==> src/rtl/alu_serial_seq.sv <==
// alu_serial_seq: bit-serial sequencer feeding a combinational 1-bit ALU slice.
// Presents one operand bit pair per cycle (LSB first), carries the slice carry
// between cycles and assembles a WIDTH-bit result with carry/zero/overflow flags.
// Optional feature macro: ALU_SERIAL_OVF_EN (signed overflow flag; tied 0 otherwise).
module alu_serial_seq #(
   parameter int WIDTH = 8,
   parameter int CNT_W = 5
) (
   input  logic             clk,
   input  logic             rst_n,
   input  logic             start,
   input  logic [2:0]       op,
   input  logic [WIDTH-1:0] a,
   input  logic [WIDTH-1:0] b,
   output logic             busy,
   output logic             done,
   output logic [WIDTH-1:0] result,
   output logic             carry_out,
   output logic             zero,
   output logic             ovf,
   output logic [2:0]       alu_op,
   output logic             alu_a,
   output logic             alu_b,
   output logic             alu_cin,
   input  logic             alu_result,
   input  logic             alu_cout
);

   localparam logic [2:0] OP_MOVE = 3'b000;
   localparam logic [2:0] OP_ADD  = 3'b100;
   localparam logic [2:0] OP_SUB  = 3'b101;
   localparam logic [CNT_W-1:0] LAST_BIT = CNT_W'(WIDTH - 1);

   typedef enum logic [1:0] {S_IDLE, S_RUN, S_DONE} state_t;

   state_t           state_q, state_d;
   logic [WIDTH-1:0] a_sh_q, b_sh_q;
   // Only WIDTH-1 collected bits need storing; the final bit comes straight from the slice.
   logic [WIDTH-2:0] res_sh_q;
   logic [WIDTH-1:0] res_next;
   logic [WIDTH-1:0] result_q;
   logic [2:0]       op_q;
   logic [CNT_W-1:0] cnt_q;
   logic             carry_q;
   logic             carry_out_q;
   logic             zero_q;
   logic             last_bit;
   logic             is_sub;
   logic             is_arith;

   assign is_sub   = (op_q == OP_SUB);
   assign is_arith = (op_q == OP_ADD) || (op_q == OP_SUB);
   assign last_bit = (cnt_q == LAST_BIT);
   assign res_next = {alu_result, res_sh_q};

   // State register with synchronous active-low reset.
   always_ff @(posedge clk) begin
      if (!rst_n) state_q <= S_IDLE;
      else        state_q <= state_d;
   end

   // Next-state logic and state-decoded outputs; slice drive is gated to RUN.
   always_comb begin
      state_d = state_q;
      busy    = 1'b0;
      done    = 1'b0;
      alu_op  = OP_MOVE;
      alu_a   = 1'b0;
      alu_b   = 1'b0;
      alu_cin = 1'b0;
      case (state_q)
         S_IDLE: if (start) state_d = S_RUN;
         S_RUN: begin
            busy    = 1'b1;
            alu_a   = a_sh_q[0];
            alu_b   = b_sh_q[0] ^ is_sub;   // SUB = A + ~B + 1
            alu_cin = carry_q;
            case (op_q)
               OP_SUB:         alu_op = OP_ADD;
               3'b110, 3'b111: alu_op = OP_MOVE;
               default:        alu_op = op_q;
            endcase
            if (last_bit) state_d = S_DONE;
         end
         S_DONE: begin
            done    = 1'b1;
            state_d = S_IDLE;
         end
         default: state_d = S_IDLE;
      endcase
   end

   // Datapath: operand capture, per-bit shifting, and result/flag load on the final bit.
   always_ff @(posedge clk) begin
      if (!rst_n) begin
         a_sh_q      <= '0;
         b_sh_q      <= '0;
         res_sh_q    <= '0;
         result_q    <= '0;
         op_q        <= '0;
         cnt_q       <= '0;
         carry_q     <= 1'b0;
         carry_out_q <= 1'b0;
         zero_q      <= 1'b0;
      end else begin
         case (state_q)
            S_IDLE: begin
               if (start) begin
                  a_sh_q  <= a;
                  b_sh_q  <= b;
                  op_q    <= op;
                  cnt_q   <= '0;
                  carry_q <= (op == OP_SUB);
               end
            end
            S_RUN: begin
               res_sh_q <= res_next[WIDTH-1:1];
               a_sh_q   <= {1'b0, a_sh_q[WIDTH-1:1]};
               b_sh_q   <= {1'b0, b_sh_q[WIDTH-1:1]};
               carry_q  <= alu_cout;
               cnt_q    <= cnt_q + CNT_W'(1);
               if (last_bit) begin
                  result_q    <= res_next;
                  carry_out_q <= is_arith & alu_cout;
                  zero_q      <= (res_next == '0);
               end
            end
            default: ;
         endcase
      end
   end

`ifdef ALU_SERIAL_OVF_EN
   logic ovf_q;

   // Signed overflow = carry into MSB xor carry out of MSB, sampled on the final bit.
   always_ff @(posedge clk) begin
      if (!rst_n)                            ovf_q <= 1'b0;
      else if (state_q == S_RUN && last_bit) ovf_q <= is_arith & (carry_q ^ alu_cout);
   end

   assign ovf = ovf_q;
`else
   assign ovf = 1'b0;
`endif

   assign result    = result_q;
   assign carry_out = carry_out_q;
   assign zero      = zero_q;

endmodule

==> config.mk <==
export PLATFORM = sky130hd
export DESIGN_NAME = alu_serial_seq
export DESIGN_NICKNAME = d
export VERILOG_FILES = /design/src/rtl/alu_serial_seq.sv
export SDC_FILE = /design/constraint.sdc
export NUM_CORES = 1
export LEC_CHECK = 0
export ABC_AREA = 1
export ABC_CLOCK_PERIOD_IN_PS = 1200
export CORE_ASPECT_RATIO = 1.5
export CORE_MARGIN = 2
export CORE_UTILIZATION = 45
export DETAILED_ROUTE_END_ITERATION = 7
export HOLD_SLACK_MARGIN = 0.1
export PLACE_DENSITY = 0.84
export SETUP_SLACK_MARGIN = 0.5
export SLEW_MARGIN = 20
export SYNTH_ARGS = -nofsm -noshare
export SYNTH_HDL_FRONTEND = slang
export SYNTH_SLANG_ARGS = --single-unit
==> constraint.sdc <==
create_clock -name clk -period 1.2 [get_ports clk]
set_input_delay 0.18 -clock clk [delete_from_list [all_inputs] [get_ports clk]]
set_output_delay 0.18 -clock clk [all_outputs]
set_load 0.05 [all_outputs]
# == Yosys cells after proc, flatten, opt, wreduce, memory -nomap -nowiden ==
# Index checks and enable logic that the tools add are counted.
# Widths: inputs -> output; s select.
# classes
n_addsub,1
n_eq_ne,10
mux,18
bitwise_logic,2
n_reduce_logical,9
# op_table
cell,n
$pmux 8 s2,2
$mux 8,2
$eq 3x3->1 const B,5
$pmux 5 s2,1
$logic_not 8->1,1
$reduce_and 2->1,4
$mux 1,6
$pmux 3 s2,1
$add 5x1->5 const B,1
$eq 5x3->1 const B,1
$mux 5,1
$mux 2,2
$ne 2x2->1 const B,2
$pmux 2 s2,1
$mux 3,1
$eq 2x1->1 const B,1
$eq 2x2->1 const B,1
$logic_not 2->1,1
$pmux 1 s2,1
$reduce_bool 2->1,1
$reduce_or 2->1,1
$and 1x1->1,1
$logic_or 1x1->1,1
$xor 1x1->1,1
# totals
reg_bits,44
inputBits,24
word_cells,50

# == Depth between registers and ports, before layout ==
# Gate-level depths: netlist of the first run.
# depth
word_depth,4
ltp_mapped,7
mapped_depth_nobuf,7

# == Worst setup path after synthesis of the first run ==
# No wires, ideal clock.
# synth_timing
path_type,register to output
startpoint,register state_q[1]
endpoint,output alu_op[0]
t_arrival_ns,1.843
required_time_ns,1.020
slack_ns,-0.823
path_stages_with_launch,6
n_path_buf,2
path_cell_list,dfxtp_1 > inv_2 > nand2_4 > buf_6 > buf_6 > nor3_1
# synth_between
elab_chain_cells,2
# synth_rtl
element,line,rtl
"start, declared",36,"state_t state_q, state_d;"
"start signal, assigned",59,else state_q <= state_d;
$eq 2x1->1,71,case (state_q)
$mux 3,71,
"end, declared",21,"output logic [2:0] alu_op,"
# Every way passes these cells.

# == Worst setup path after layout of the first run ==
# layout_timing
startpoint,register state_q[1]
endpoint,register a_sh_q[0]
# layout_between
elab_chain_cells,3
# layout_rtl
element,line,rtl
$eq 2x1->1 / $logic_not 2->1 (equally long branches),106,case (state_q)
$reduce_bool 2->1 (no source line) / $ne 2x2->1 (equally long branches),n/a,
$reduce_and 2->1 (no source line),n/a,
"end signal, assigned",118,"a_sh_q <= {1'b0, a_sh_q[WIDTH-1:1]};"
"end, declared",37,"logic [WIDTH-1:0] a_sh_q, b_sh_q;"
# Parallel ways exist; a longest one is shown, timed or not.
# A chain may end at the register's enable or synchronous reset.

==> results by group, run 1 <==
Clocking
  – Clk sinks: between 40 and 50
  – Clock buffer depth: 2
  – Hold_buf cts: 0
  – Clk slew on worst S/H paths: around 0.080 ns
  – CTS tree: built
  – CTS buffer count: 5
  – H-Tree Depth: 2
  – Clock Root Buffer: clkbuf_8
  – Clock Latency Late Sink: roughly 0.31 ns

Logic synthesis
  – Top post-synthesis cells by count: nor2_1, nand2_1, dfxtp_1
  – Ranking of synthesized cells by area: dfxtp_1, nor2_1, nand2_1
  – Most frequent cell after synthesis: nor2_1
  – Syn. warnings: 0
  – Primary FF master, synth: dfxtp_1
  – Synth Register Bits: 44
  – Top cell type's share of synthesized area: between 40% and 50%
  – Async SR Flop Fraction: 0%
  – Post-Syn Area: a little under 2000 um2
  – Cell count after synthesis: about 260
  – Distinct cells, synth: 29
  – Total nets after synthesis: between 200 and 300
  – Post-synthesis sequential area ratio: about 45%
  – Avg Inst Size Synth: between 7 and 8 um2
  – Largest area contributor in the synthesized netlist: dfxtp_1
  – EDFF count, synth: 0

Timing
  – Tmin final: about 1.5 ns
  – Max Slew Vio Count: 0
  – RSZ-0062 raised after global routing: yes
  – Fin crit share: 126.3%
  – FMAX: between 0.6 and 0.7 GHz
  – Final worst setup slack: -0.3151 ns
  – Final Setup Violations: 48
  – WHS: roughly 0.44 ns
  – Setup Skew: a little over 0.004 ns
  – Hold Violations, Final: 0

Finish
  – Fillers: between 200 and 250
  – Share of cells above drive strength 1: between 40% and 50%
  – Fin nets: 370
  – Layout area overhead: 78.06%
  – Diodes inserted: 0

Worst setup path
  – Slowest stage delay, CP: between 0.3 and 0.4 ns
  – Slowest cell on crit path: dfxtp_4
  – Worst path required time: between 1 and 1.5 ns
  – Worst Setup SP: state_q[1]
  – Critical-path cell list: inv_6 > nand2_8 > buf_4 > buf_12 > buf_12 > buf_12 > nand2_1 > nand2_1 > nor2_1 > nor2_1
  – Crit path arrival time: 1.71 ns
  – Delay-heaviest family, CP: buffers and inverters
  – CP Launch Type: flip-flop
  – Worst path bufs/invs: 5
  – Register-to-Register Path Depth: 10
  – Setup CP Type: flip-flop to flip-flop
  – Endpoint class of the critical path: flip-flop
  – Reg2reg end: a_sh_q[0]
  – Crit path max fanout: 9
  – Setup crit end: a_sh_q[0]
  – R2R Setup Slk: -0.32 ns
  – Crit path top cell by count: buf_12
  – Worst path depth: 10
  – RR Startpoint: state_q[1]

Route
  – Vias per cell: 5.452
  – Wirelength per Cell: around 17 um
  – DRC viols: 0
  – Post-DRT Antenna Nets: 0
  – Vias: 2,137
  – Initial DRC Count: about 110
  – TritonRoute pass-1 iters: 4
  – Routed wire length: just under 7000 um

Power and ir drop
  – Total power: 3393 uW
  – Maximum VDD drop: 1.002 mV
  – Cell area power density: between 900 and 1000 nW/um2
  – Leakage: ~0.0015 uW

Global routing
  – Initial antenna violation count: 0
  – Vias in the first global route: 1,944
  – Global route total overflow: 0
  – Tot GR Track Use: 23.59%
  – Pin count of the biggest net entering global routing: 23
  – First-pass GRT wire length: 8914 um

Floorplanning
  – Core area: around 4200 um2
  – DIE WIDTH: 57.91 um
  – Ports: 43
  – Num rows: 29
  – Die ar.: between 4000 and 5000 um2
  – Chip Height: around 85 um
  – Initial Util: a little under half

Job
  – Max cap viols: 0

Status
  – Status: complete, but fails checks
  – Violated checks: setup timing

Hold path
  – Hold WC Path Type: primary input to flip-flop
  – Hold Path Depth: 3

Placement
  – Post-DP HPWL: 3366 um
  – Gpl congestion: 0.8628
  – Port bufs: around 40
==> worst register-to-register path: cells and delay by family, from the launching register on <==
kind | cells | cell delay (ns)
buffers and inverters | 5 | 0.61
and+or+nand+nor | 5 | 0.40
DFF | 1 | 0.37
==> through the flow <==
| step | TNS, ns | util, % | cells | area, um2 | setup WS [ns] |
|---|---|---|---|---|---|
| 2_1_floorplan | -0.3747 | - | 261 | 2123 | -0.1475 |
| 3_3_place_gp | -2.785 | 67.27 | 354 | 2831 | -0.1393 |
| 3_5_place_dp | -3.757 | 67.27 | 354 | 2831 | -0.1931 |
| 4_1_cts | -2.305 | 75.09 | 377 | 3161 | -0.2844 |
| 5_1_grt | -8.331 | 83.00 | 392 | 3493 | -0.3335 |
| 6_report | -6.365 | 83.00 | 392 | 3493 | -0.3151 |
==> how the worst min path moves through the flow <==
stage / slack (ns) / start / to
final: 0.44 / a[7] / a_sh_q[7]
after global routing: 0.48 / res_sh_q[2] / result[2]
after CTS: 0.44 / a[7] / a_sh_q[7]
after detailed placement: 0.44 / res_sh_q[2] / result[2]
after global placement: 0.43 / res_sh_q[2] / result[2]
after floorplan: 0.29 / alu_result / result[7]
==> layer usage <==
layer	track usage (%)	vias up	routed length (um)
met3	4.573	25	293
met1	24.57	1039	2306
met2	44.83	74	3812
met4	8.879	0	328
met5	0	-	0
li1	-	999	-
==> layout by cell type, fill, tap and decap left out, drive strengths merged <==
cell type,instances
nor2,61
inv,16
or2,5
nor3,14
conb,1
nand3,16
nand2,54
clkinv,1
dfxtp,44
clkdlybuf4s50,23
clkbuf,7
clkinvlp,1
buf,65
nand3b,1
o21ai,22
ha,1
a21oi,12
xor2,1
a211oi,1
==> state kept, by name, summed over array words and instances, names as in the netlist <==
signal / cells
state_q: 2
res_sh_q: 7
op_q: 3
a_sh_q: 8
cnt_q: 5
result: 8
carry_q: 1
carry_out: 1
b_sh_q: 8
zero: 1
==> cell families after synthesis <==
group / after synthesis / synth area share (%)
simple gates: 149 / 36.54
flops: 44 / 44.90
compound gates: 35 / 9.056
buf+inv: 30 / 8.226
xor+xnor: 1 / 0.4465
fa+ha+maj: 1 / 0.6377
other cells: 1 / 0.1911
==> final cells by class <==
type	instances	area (um2)	share of cell area [%]
clock buffer	7	86.33	2.471
clock inverter	1	7.507	0.2149
inverter	17	86.33	2.471
multi-input combinational	189	1287	36.86
sequential	44	908.4	26.00
tap	46	57.56	1.648
timing repair buffer	88	1060	30.34
==> repair_timing <==
item,4_1_cts,5_1_grt
setup buffers,13,13
resized for setup,40,60
pin swaps,5,26
endpoints found under the setup margin,62,62
cloned,2,2
==> power breakdown <==
group	internal, uW	switching (uW)	total, uW
Sequential	1540	75.8	1610
Clock	468	525	993
Combinational	366	421	787
Note: power is estimated with default switching activity, not from simulation.
==> run 2, diff against run 1 <==
- MAX_ROUTING_LAYER: unset -> met4
- PLACE_DENSITY: 0.84 -> 0.83
==> run 2 against run 1 <==
The flow still finishes with violations (setup timing). Sequential share of layout area is 1.4 points lower. Worst setup slack gained 0.0093 ns. Power is 5.5% higher. Register-to-register slack hardly changed. Global-route usage up 5.1 points. Design area up 5.9%. Die area unchanged. Cell count grew 2.0%. Via count rose by 10%. Critical endpoint is now carry_q.
==> results by group, run 2 (same netlist as run 1, synthesis figures left out) <==
Power and ir drop
  – Leakage: ~0.0015 uW
  – Maximum VDD drop: roughly 1.3 mV
  – Cell area power density: roughly 970 nW/um2

Status
  – Violated checks: setup timing
  – Status: complete, but fails checks

Global routing
  – GR Util met1: 28.30%
  – First-pass GRT wire length: roughly 10,000 um
  – Initial antenna violation count: 0
  – Pin count of the biggest net entering global routing: 14
  – Tot GR Track Use: roughly 29%
  – Global route total overflow: 0
  – Busiest layer in global routing: met2
  – Vias in the first global route: ~2,200
  – Met3 GRT Util: roughly 4.7%
  – M2 GR Usage: a little over half

Worst setup path
  – Endpoint class of the critical path: flip-flop
  – Setup CP Type: flip-flop to flip-flop
  – CP Launch Type: flip-flop
  – Crit path arrival time: between 1.5 and 2 ns
  – Crit path max fanout: 5
  – R2R Setup Slk: -0.31 ns
  – Worst path required time: ~1.4 ns

Timing
  – Hold Violations, Final: 0
  – RSZ-0062 raised after global routing: yes
  – Max Slew Vio Count: 0
  – Final Setup Violations: 50
  – Setup TNS: -6.212 ns
  – Fin crit share: 125.5%
  – Tmin final: about 1.5 ns
  – Setup Skew: ~0.010 ns
  – FMAX: 0.6641 GHz
  – Final worst setup slack: -0.3058 ns

Route
  – Post-DRT Antenna Nets: 0
  – Wirelength per Cell: 21.62 um
  – Initial DRC Count: approximately 130
  – Routed wire length: 8646 um
  – DRC viols: 0
  – TritonRoute pass-1 iters: 7
  – Vias: 2,350
  – Vias per cell: 5.875

Finish
  – Diodes inserted: 0
  – Leading cell type in the layout, fill and taps excluded: nor2_1
  – Final non-filler cell total: 400
  – Final std cell area, no fill: about 3700 um2
  – Commonest cells after routing, fill and taps aside: nor2_1, nand2_1, buf_4
  – Fin nets: about 380
  – Share of cells above drive strength 1: between 50% and 60%
  – Layout area overhead: 88.52%

Clocking
  – H-Tree Depth: 2
  – Clk sinks: 44
  – Clock Latency Late Sink: 0.30 ns
  – Clock Root Buffer: clkbuf_8
  – Clock buffer depth: 2
  – Hold_buf cts: 0
  – CTS tree: built
  – CTS buffer count: 5
  – Clk slew on worst S/H paths: roughly 0.090 ns

Job
  – Max cap viols: 0

Floorplanning
  – Initial Util: 46.61%
  – Chip Height: around 85 um
  – Ports: 43
  – Die ar.: 4915 um2
  – DIE WIDTH: 57.91 um
  – Num rows: 29
  – Core area: about 4200 um2

Hold path
  – Hold WC Path Type: flip-flop to flip-flop

Placement
  – Port bufs: about 40
  – Post-DP Area: ~2900 um2
  – Post-DP HPWL: ~3600 um
  – Gpl congestion: approximately 0.81
  – Cells after DPL: 356
## run 2: changes by cell type in the layout (fill, tap and decap cells not counted), moves of 3 or more
cell	delta
a21oi_2	+3
nand2_2	+7
buf_8	+3
nand2_1	-4
o21ai_2	+3
nand2_4	-4
nor2_1	-10
nor2_4	+9
a21oi_1	-3
buf_4	+5
## run 2: critical path, stage by stage, from the launching register on
cell and delay (ns):
dfxtp_4 0.42, nand2_8 0.08, buf_4 0.15, bufbuf_16 0.26, buf_8 0.13, nand3_1 0.08, nand2_1 0.11, nor2_2 0.12
nor2_1 0.05
## run 2: per-layer routing
layer	part of all wire, %	wire (um)	up-vias
li1	-	-	1019
met1	33	2831	1113
met2	53	4622	157
met3	6.5	558	61
met4	7.3	633	0
met5	0	0	-
## run 2: path summary, 6_finish.rpt
| kind | start | endpoint | cells past startpoint |
|---|---|---|---|
| setup / recovery | state_q[0] | carry_q | 8 |
| setup reg to reg | state_q[0] | carry_q | 8 |
| hold / removal | res_sh_q[2] | result[2] | 2 |
| hold reg to reg | res_sh_q[2] | result[2] | 2 |
## run 2: per-stage QoR
stage | utilization [%] | worst slack (ns) | total power [uW] | hold WS, ns
after floorplan | - | -0.1475 | 1975 | 0.2904
after global placement | 67.93 | -0.1660 | 2187 | 0.4316
after detailed placement | 67.93 | -0.1871 | 2203 | 0.4411
after CTS | 78.75 | -0.2692 | 3291 | 0.4399
after global routing | 87.87 | -0.3596 | 3687 | 0.4676
final | 87.87 | -0.3058 | 3580 | 0.4433
## run 2: power breakdown
| part | internal (uW) | switching (uW) |
|---|---|---|
| Sequential | 1540 | 88.9 |
| Clock | 471 | 555 |
| Combinational | 430 | 496 |
## run 2: repair_timing
action	CTS	global route
gates cloned	5	0
pin swaps	26	33
setup buffers	19	12
endpoints found under the setup margin	62	62
resized for setup	38	89
## run 2: layout make-up
class,count,area [um2]
multi-input cells,189,1381
repair buffers,96,1177
flip-flops and latches,44,908.4
fillers,176,510.5
clock buffers,7,86.33
inverters,17,81.33
well taps,46,57.56
clock inverters,1,6.256
==> run 3, diff against run 2 <==
- CORE_MARGIN: 2 -> 1.5
==> run 3 against run 2 <==
The flow still finishes with violations (setup timing). Non-clock buffer count shrank 7. First-iteration DRC count shrank 52%. Design area shrank 6.6%. Sequential share of layout area grew 1.8 points. Power shrank 7.9%. Cell count shrank 2.3%. Critical path type is now flip-flop to primary output. Largest power group unchanged. Highest routed layer unchanged.
==> results by group, run 3 (same netlist as run 1, synthesis figures left out) <==
Route
  – Initial DRC Count: 63
  – Wirelength per Cell: 15.75 um
  – DRC viols: 0
  – Vias: about 2,100
  – Routed wire length: 6160 um
  – TritonRoute pass-1 iters: 4
  – Post-DRT Antenna Nets: 0
  – Vias per cell: approximately 5.2

Worst setup path
  – RR Startpoint: state_q[1]
  – Endpoint class of the critical path: primary output
  – Worst path required time: a little over 1 ns
  – CP Launch Type: flip-flop
  – Register-to-Register Path Depth: 10
  – Crit path arrival time: between 1 and 1.5 ns
  – Crit path max fanout: 6
  – Setup CP Type: flip-flop to primary output
  – Worst Setup SP: state_q[1]

Timing
  – WHS: between 0.4 and 0.5 ns
  – FMAX: between 0.6 and 0.7 GHz
  – Max Slew Vio Count: 0
  – Tmin final: roughly 1.4 ns
  – Setup Skew: 0.006493 ns
  – Hold Violations, Final: 0
  – RSZ-0062 raised after global routing: yes
  – Fin crit share: 120.3%
  – Setup TNS: -4.302 ns
  – Final worst setup slack: -0.2438 ns
  – Final Setup Violations: 40

Power and ir drop
  – Total power: about 3300 uW
  – Cell area power density: around 950 nW/um2
  – Maximum VDD drop: about 1.0 mV
  – Leakage: 0.001420 uW

Clocking
  – H-Tree Depth: 2
  – CTS buffer count: 5
  – Hold_buf cts: 0
  – Clock Root Buffer: clkbuf_8
  – Clock buffer depth: 2
  – Clk sinks: 44
  – Clock Latency Late Sink: ~0.3 ns
  – Clk slew on worst S/H paths: about 0.080 ns
  – CTS tree: built

Hold path
  – Hold Path Depth: 3
  – Hold WC Path Type: primary input to flip-flop
  – Hold path startpoint: b[7]

Finish
  – Fillers: 209
  – Final Core Density: between 80 and 90%
  – Fin nets: 370
  – Layout area overhead: 76.08%
  – Diodes inserted: 0
  – Commonest cells after routing, fill and taps aside: nand2_1, nor2_1, dfxtp_1
  – Share of cells above drive strength 1: 48.99%

Floorplanning
  – Num rows: 29
  – Ports: 43
  – DIE WIDTH: 56.91 um
  – Chip Height: between 80 and 90 um
  – Core area: 4209 um2
  – Die ar.: 4773 um2
  – Initial Util: between 40 and 50%

Global routing
  – Vias in the first global route: 2,079
  – First-pass GRT wire length: 9349 um
  – Tot GR Track Use: between 20% and 30%
  – Pin count of the biggest net entering global routing: 15
  – Global route total overflow: 0
  – Initial antenna violation count: 0

Status
  – Status: complete, but fails checks
  – Violated checks: setup timing

Placement
  – Gpl congestion: 0.8027
  – Port bufs: around 40
  – Post-DP HPWL: between 3000 and 4000 um
  – Dpl ws: -0.1655 ns

Job
  – Max cap viols: 0
-- run 3: changes by cell type in the layout (fill, tap and decap cells not counted), sizes merged --
| cell | before | now |
|---|---|---|
| nand2 | 54 | 53 |
| bufbuf | 1 | 0 |
| clkbuf | 7 | 6 |
| buf | 72 | 66 |
-- run 3: critical path, cell delays in order (launching register included) --
cell and delay, ns:
dfxtp_4 0.37, inv_4 0.06, nand2_4 0.07, buf_12 0.15, nor3_4 0.15, buf_12 0.16
-- run 3: final timing paths --
| kind | end | slack (ns) |
|---|---|---|
| worst max-delay path | alu_op[0] | -0.24 |
| worst min register to register | result[2] | 0.45 |
| worst max register to register | carry_q | -0.17 |
| worst min-delay path | b_sh_q[7] | 0.45 |
-- run 3: per-stage QoR --
stage                     instance area [um2]  cells
final                                    3455    391
after global routing                     3455    391
after CTS                                3226    384
after detailed placement                 2819    354
after global placement                   2819    354
after floorplan                          2123    261
-- run 3: repair_timing --
action | CTS | global route
pin swaps | 17 | 20
buffers inserted | 19 | 7
endpoints found under the setup margin | 62 | 62
gates cloned | 4 | 0
resized for setup | 51 | 46
-- run 3: cell type report --
class / instances / area, um2 / share of cell area, %
multi-input combinational: 188 / 1259 / 36.44
clock buffer: 6 / 72.57 / 2.101
clock inverter: 1 / 5.005 / 0.1449
sequential: 44 / 909.6 / 26.33
timing repair buffer: 89 / 1075 / 31.11
tap: 46 / 57.56 / 1.666
inverter: 17 / 76.32 / 2.209
-- run 3: power breakdown --
group	internal, uW	switching (uW)	total, uW	leakage [uW]
clock	396	502	898	0.0000410
combinational	385	405	790	0.00101
sequential	1540	74.4	1610	0.000369
-- run 3: metal layers --
metal | vias to the layer above | routed length [um] | GRT usage (%)
li1 | 996 | - | -
met1 | 971 | 2237 | 23.80
met2 | 63 | 3494 | 47.96
met3 | 21 | 237 | 5.891
met4 | 0 | 190 | 14.38
met5 | - | 0 | -
